<file path="config.mk">
export PLATFORM = sky130hd
export DESIGN_NAME = otter_cu_fsm_flat
export DESIGN_NICKNAME = d
export VERILOG_FILES = /design/src/rtl/otter_cu_fsm_pkg.sv /design/src/rtl/otter_cu_fsm_if.sv /design/src/rtl/otter_cu_fsm_intr_sync.sv /design/src/rtl/otter_cu_fsm.sv /design/src/flat_wrapper.sv
export SDC_FILE = /design/constraint.sdc
export NUM_CORES = 1
export LEC_CHECK = 0
export CORE_MARGIN = 4
export CORE_UTILIZATION = 25
export CTS_BUF_LIST = sky130_fd_sc_hd__clkbuf_4
export DETAILED_ROUTE_END_ITERATION = 12
export GPL_TIMING_DRIVEN = 1
export PLACE_DENSITY = 0.49
export SYNTH_ARGS = -nofsm -noshare
export SYNTH_HDL_FRONTEND = slang
export SYNTH_SLANG_ARGS = --single-unit
</file>
<file path="constraint.sdc">
create_clock -name clk -period 1.6 [get_ports clk]
set_input_delay 0.32 -clock clk [delete_from_list [all_inputs] [get_ports clk]]
set_output_delay 0.32 -clock clk [all_outputs]
set_load 0.01 [all_outputs]
</file>
<file path="src/rtl/otter_cu_fsm_pkg.sv">
// Shared types and constants for the OTTER control-unit sequencer.
package otter_pkg;

   typedef enum logic [6:0] {
      OP_LUI    = 7'b0110111,
      OP_AUIPC  = 7'b0010111,
      OP_JAL    = 7'b1101111,
      OP_JALR   = 7'b1100111,
      OP_BRANCH = 7'b1100011,
      OP_LOAD   = 7'b0000011,
      OP_STORE  = 7'b0100011,
      OP_IMM    = 7'b0010011,
      OP_RG3    = 7'b0110011,
      OP_SYSTEM = 7'b1110011
   } opcode_t;

   typedef enum logic [2:0] {
      ST_INIT,
      ST_FETCH,
      ST_EXEC,
      ST_WB,
      ST_INTR
   } cu_state_t;

   localparam logic [2:0] F3_MRET = 3'b000;

   // State taken at an instruction boundary.
   function automatic cu_state_t boundary_next(input logic int_pend, input logic csr_mie);
      return (int_pend && csr_mie) ? ST_INTR : ST_FETCH;
   endfunction

endpackage

</file>
<file path="src/rtl/otter_cu_fsm_if.sv">
// Memory strobe/ready bundle between the control unit and instruction/data memory.
interface otter_cu_fsm_if;
   logic mem_rden1;
   logic mem_rden2;
   logic mem_we2;
   logic mem_rdy;

   modport master (output mem_rden1, output mem_rden2, output mem_we2, input mem_rdy);
   modport slave  (input mem_rden1, input mem_rden2, input mem_we2, output mem_rdy);
endinterface

</file>
<file path="src/rtl/otter_cu_fsm_intr_sync.sv">
// Interrupt input synchronizer, rising-edge detector and sticky pending flag.
module otter_intr_sync #(
   parameter int SYNC_STAGES = 2
) (
   input  logic clk,
   input  logic rst_n,
   input  logic intr,
   input  logic clr,
   output logic int_pend
);

   logic [SYNC_STAGES-1:0] sync;
   logic                   rise;

   assign rise = sync[SYNC_STAGES-2] & ~sync[SYNC_STAGES-1];

   always_ff @(posedge clk or negedge rst_n) begin
      if (!rst_n) begin
         sync     <= '0;
         int_pend <= 1'b0;
      end else begin
         sync     <= {sync[SYNC_STAGES-2:0], intr};
         // A fresh edge wins over the clear so it is not lost during entry.
         int_pend <= rise | (int_pend & ~clr);
      end
   end

endmodule

</file>
<file path="src/rtl/otter_cu_fsm.sv">
// Multicycle sequencer for the OTTER CPU: fetch/exec/writeback, interrupt entry, load timeout.
module otter_cu_fsm
   import otter_pkg::*;
#(
   parameter int SYNC_STAGES = 2,
   parameter int MEM_TIMEOUT = 15
) (
   input  logic                  clk,
   input  logic                  rst_n,
   input  logic                  intr,
   input  logic [6:0]            opcode,
   input  logic [2:0]            func3,
   input  logic                  csr_mie,
   otter_cu_fsm_if.master        mem,
   output logic                  pc_rst,
   output logic                  pc_write,
   output logic                  reg_write,
   output logic                  csr_we,
   output logic                  int_taken,
   output logic                  mret_exec,
   output logic                  illegal_op,
   output logic                  bus_err
);

   localparam int CNT_W = $clog2(MEM_TIMEOUT + 1);

   cu_state_t        state;
   logic [CNT_W-1:0] cnt;
   logic             int_pend;
   logic             timeout;

   otter_intr_sync #(
      .SYNC_STAGES (SYNC_STAGES)
   ) u_intr_sync (
      .clk      (clk),
      .rst_n    (rst_n),
      .intr     (intr),
      .clr      (state == ST_INTR),
      .int_pend (int_pend)
   );

   assign timeout = (cnt == CNT_W'(MEM_TIMEOUT - 1)) && !mem.mem_rdy;

   always_ff @(posedge clk or negedge rst_n) begin
      if (!rst_n) begin
         state <= ST_INIT;
         cnt   <= '0;
      end else begin
         case (state)
            ST_INIT:  state <= ST_FETCH;
            ST_FETCH: state <= ST_EXEC;
            ST_EXEC: begin
               if (opcode == OP_LOAD) begin
                  state <= ST_WB;
                  cnt   <= '0;
               end else begin
                  state <= boundary_next(int_pend, csr_mie);
               end
            end
            ST_WB: begin
               if (mem.mem_rdy || timeout) state <= boundary_next(int_pend, csr_mie);
               else                        cnt   <= cnt + CNT_W'(1);
            end
            ST_INTR:  state <= ST_FETCH;
            default:  state <= ST_INIT;
         endcase
      end
   end

   // Strobes decode from the current state; everything is held low during reset.
   always_comb begin
      pc_rst        = 1'b0;
      pc_write      = 1'b0;
      reg_write     = 1'b0;
      mem.mem_rden1 = 1'b0;
      mem.mem_rden2 = 1'b0;
      mem.mem_we2   = 1'b0;
      csr_we        = 1'b0;
      int_taken     = 1'b0;
      mret_exec     = 1'b0;
      illegal_op    = 1'b0;
      bus_err       = 1'b0;
      if (rst_n) begin
         case (state)
            ST_INIT:  pc_rst        = 1'b1;
            ST_FETCH: mem.mem_rden1 = 1'b1;
            ST_EXEC: begin
               case (opcode)
                  OP_LUI, OP_AUIPC, OP_JAL, OP_JALR, OP_IMM, OP_RG3: begin
                     pc_write  = 1'b1;
                     reg_write = 1'b1;
                  end
                  OP_BRANCH: pc_write = 1'b1;
                  OP_STORE: begin
                     pc_write    = 1'b1;
                     mem.mem_we2 = 1'b1;
                  end
                  OP_LOAD: mem.mem_rden2 = 1'b1;
                  OP_SYSTEM: begin
                     pc_write = 1'b1;
                     if (func3 == F3_MRET) begin
                        mret_exec = 1'b1;
                     end else begin
                        csr_we    = 1'b1;
                        reg_write = 1'b1;
                     end
                  end
                  default: begin
                     pc_write   = 1'b1;
                     illegal_op = 1'b1;
                  end
               endcase
            end
            ST_WB: begin
               mem.mem_rden2 = 1'b1;
               if (mem.mem_rdy) begin
                  reg_write = 1'b1;
                  pc_write  = 1'b1;
               end else if (timeout) begin
                  bus_err  = 1'b1;
                  pc_write = 1'b1;
               end
            end
            ST_INTR: begin
               int_taken = 1'b1;
               pc_write  = 1'b1;
            end
            default: ;
         endcase
      end
   end

endmodule

</file>
<file path="src/flat_wrapper.sv">
// flat-port wrapper written by rule: the top's interface ports become plain ports
module otter_cu_fsm_flat import otter_pkg::*;
#(
   parameter int SYNC_STAGES = 2,
   parameter int MEM_TIMEOUT = 15
)
  (clk, rst_n, intr, opcode, func3, csr_mie, pc_rst, pc_write, reg_write, csr_we, int_taken, mret_exec, illegal_op, bus_err, mem_mem_rden1, mem_mem_rden2, mem_mem_we2, mem_mem_rdy);
  otter_cu_fsm_if mem_i ();
  input  logic clk;
  input  logic rst_n;
  input  logic intr;
  input  logic [6:0] opcode;
  input  logic [2:0] func3;
  input  logic csr_mie;
  output logic pc_rst;
  output logic pc_write;
  output logic reg_write;
  output logic csr_we;
  output logic int_taken;
  output logic mret_exec;
  output logic illegal_op;
  output logic bus_err;
  output wire logic [$bits(mem_i.mem_rden1)-1:0] mem_mem_rden1;
  output wire logic [$bits(mem_i.mem_rden2)-1:0] mem_mem_rden2;
  output wire logic [$bits(mem_i.mem_we2)-1:0] mem_mem_we2;
  input wire logic [$bits(mem_i.mem_rdy)-1:0] mem_mem_rdy;
  assign mem_mem_rden1 = mem_i.mem_rden1;
  assign mem_mem_rden2 = mem_i.mem_rden2;
  assign mem_mem_we2 = mem_i.mem_we2;
  assign mem_i.mem_rdy = mem_mem_rdy;
  otter_cu_fsm #(.SYNC_STAGES(SYNC_STAGES), .MEM_TIMEOUT(MEM_TIMEOUT)) u_core (.clk(clk), .rst_n(rst_n), .intr(intr), .opcode(opcode), .func3(func3), .csr_mie(csr_mie), .mem(mem_i), .pc_rst(pc_rst), .pc_write(pc_write), .reg_write(reg_write), .csr_we(csr_we), .int_taken(int_taken), .mret_exec(mret_exec), .illegal_op(illegal_op), .bus_err(bus_err));
endmodule
</file>
==> results.sh <==
export IMPL_fin_worst_skew_ps=1.657
export IMPL_synth_top_area_cell="dfrtp_1"
export IMPL_first_global_vias=900
export IMPL_syn_num_nets=101
export IMPL_synth_seq_cells=10
export IMPL_cts_inserted_buffers=3
export IMPL_placed_cell_area_mm2=0.001220
export IMPL_critical_path_endpoint_type="output pin"
export IMPL_dieWidth_um=61.37
export IMPL_area_delta_synth_final_pct=100.7
export IMPL_finalCriticalPeriod_ps=1916
export IMPL_outcome="finished, violations left"
export IMPL_min_path_type="in2async"
export IMPL_port_buffers=25
export IMPL_antenna_found_initial=0
export IMPL_cap_violations=0
export IMPL_worst_pin_slew_ps=307.7
export IMPL_leakage_uw=0.0006750
export IMPL_start_kind="flip-flop"
export IMPL_ys_types=37
export IMPL_async_flop_share=1.000
export IMPL_htree_levels=1
export IMPL_worst_slack_ps=-316.1
export IMPL_fmax_ghz=0.5219
export IMPL_grt_usage=0.1317
export IMPL_hpwl_um=1698
export IMPL_grt_overflow=0
export IMPL_start_util=0.2604
export IMPL_gp_congestion=0.7624
export IMPL_synth_top_area_frac=0.3515
export IMPL_worst_skew_pair_late_latency_ps=260
export IMPL_drc=0
export IMPL_grt_pass1_wl_um=3684
export IMPL_finalWirelength_um=2430
export IMPL_rsz0062_at_grt="true"
export IMPL_hold_buffers=0
export IMPL_whs_ps=214.3
export IMPL_firstDrtPassIters=4
export IMPL_fillers=263
export IMPL_maxSlewViolCount=0
export IMPL_cts_tree="done"
export IMPL_drive_above_1_share=0.5779
export IMPL_detail_route_antenna_nets=0
export IMPL_grt_max_degree=12
export IMPL_yosys_most_used_dff="dfrtp_1"
export IMPL_critical_path_class="reg2out"
export IMPL_io_pins=26
export IMPL_hold_viol=0
export IMPL_via_count=884
export IMPL_synth_cell_area_um2=711.9
export IMPL_worstPathArrival_ps=1600
export IMPL_fin_nets=172
export IMPL_synth_avg_cell_area_um2=8.475
export IMPL_synth_area_leaders="dfrtp_1, nand2_1, nand3_1, nor2_1, ha_1"
export IMPL_die_h_um=61.37
export IMPL_clk_pin_slew_ps=70
export IMPL_required_ps=1280
export IMPL_cts_root_buf="clkbuf_4"
export IMPL_postSynthCellCount=84
export IMPL_clock_sinks=10
export IMPL_ir_drop_v=0.0009728
export IMPL_ys_seq_area_frac=0.3515
export IMPL_core_area_mm2=0.002734
export IMPL_p_per_area_mw_per_mm2=1231
export IMPL_setup_viol=9
export IMPL_ys_warn_count=0
export IMPL_worst_path_max_fanout=2
export IMPL_drt_initial_drc_count=23
export IMPL_die_area_mm2=0.003766
export IMPL_vias_per_cell=4.778
export IMPL_fin_crit_sh=1.198
export IMPL_placement_rows=19
export IMPL_diodes=0
export IMPL_slew_headroom=0.7937
export IMPL_design_area_mm2=0.001429
export IMPL_wl_per_cell_um=13.14
export IMPL_failed_checks="setup timing"
export IMPL_synth_commonest_cells="dfrtp_1, nand2_1, nor2_1"
export IMPL_clk_path_buf_depth=2
export IMPL_synth_edff_count=0
## power breakdown
| part | internal, uW | switching (uW) | leakage (uW) | total [uW] |
|---|---|---|---|---|
| sequential | 328 | 69.0 | 0.000122 | 397 |
| combinational | 661 | 515 | 0.000538 | 1180 |
| clock | 90.1 | 95.4 | 0.0000154 | 185 |
## worst paths after layout
kind / startpoint / to / slack (ps) / depth (start not counted)
setup reg to reg: u_core.cnt[1]$_DFFE_PN0P_ / u_core.cnt[3]$_DFFE_PN0P_ / 140 / 6
hold / removal: rst_n / u_core.cnt[1]$_DFFE_PN0P_ / 210 / 3
hold reg to reg: u_core.u_intr_sync.sync[0]$_DFF_PN0_ / u_core.u_intr_sync.sync[1]$_DFF_PN0_ / 390 / 0
max in group asynchronous: rst_n / u_core.cnt[0]$_DFFE_PN0P_ / 1270 / 3
setup / recovery: u_core.state[2]$_DFFE_PN0P_ / mret_exec / -320 / 6
min in group clk: u_core.u_intr_sync.sync[0]$_DFF_PN0_ / u_core.u_intr_sync.sync[1]$_DFF_PN0_ / 390 / 0
## logic make-up (layout without fill, tap and decap cells)
kind of cell,after synthesis,in the layout,synth area share
buf+inv,7,77,0.04919
flops,10,10,0.3515
compound gates,17,17,0.1564
mux,1,1,0.01406
fa+ha+maj,2,2,0.03514
simple gates,47,47,0.3937
## placed cells by master, fill, tap and decap left out, types with 2 or more instances in the layout
| master | n |
|---|---|
| nand2_1 | 8 |
| nor3_1 | 2 |
| nand2_2 | 2 |
| o21ai_0 | 4 |
| dlygate4sd2_1 | 4 |
| a31oi_4 | 2 |
| clkbuf_4 | 3 |
| nand3_1 | 5 |
| buf_2 | 12 |
| inv_2 | 2 |
| clkdlybuf4s50_1 | 5 |
| nor2_1 | 5 |
| buf_4 | 38 |
| buf_6 | 8 |
| nor3_2 | 3 |
| nand3_2 | 2 |
| nand2b_1 | 3 |
| dfrtp_1 | 10 |
| nand4_1 | 2 |
## sequential cells by signal, summed over array words and instances, names as in the netlist
| name | count |
|---|---|
| u_core.u_intr_sync.sync | 2 |
| u_core.cnt | 4 |
| u_core.u_intr_sync.int_pend | 1 |
| u_core.state | 3 |
## metal layers
metal  vias to the layer above  GRT usage  wire (um)
met5                         -          0          0
met4                         0    0.07273         51
met3                         4    0.02306        122
met2                        22     0.2266       1196
met1                       409     0.1541       1060
li1                        449          -          -
## per-stage QoR
stage / total power, uW / cells / utilization / setup TNS (ps) / setup slack [ps]
finish: 1759 / 185 / 0.5227 / -1250 / -316.1
global route: 1901 / 185 / 0.5227 / -1994 / -388.8
CTS: 1551 / 179 / 0.4796 / -1864 / -364.6
detailed placement: 1295 / 168 / 0.4462 / -8639 / -802.4
global placement: 1300 / 168 / 0.4462 / -8474 / -785.9
floorplan: 832.7 / 84 / - / 0 / 57.34
## worst max-delay path, cell delays in order (launching register included)
cell      delay, ps
dfrtp_1         380
nand3b_1        190
nor3_2          150
nand4_1         150
buf_4           170
nor4_2          130
buf_2           170
## area by class of cell
class / count / area [um2] / share of cell area
clock inverters: 1 / 3.754 / 0.002627
clock buffers: 3 / 22.52 / 0.01576
flip-flops and latches: 10 / 250.2 / 0.1751
multi-input cells: 67 / 548.0 / 0.3835
repair buffers: 69 / 548.0 / 0.3835
well taps: 31 / 38.79 / 0.02715
inverters: 4 / 17.52 / 0.01226
## what timing repair did
| item | in CTS | in global routing |
|---|---|---|
| setup endpoints to repair | 11 | 12 |
| setup buffers | 8 | 7 |
| pin swaps | 12 | 7 |
| resized for setup | 80 | 20 |
Note: power is estimated with default switching activity, not from simulation.
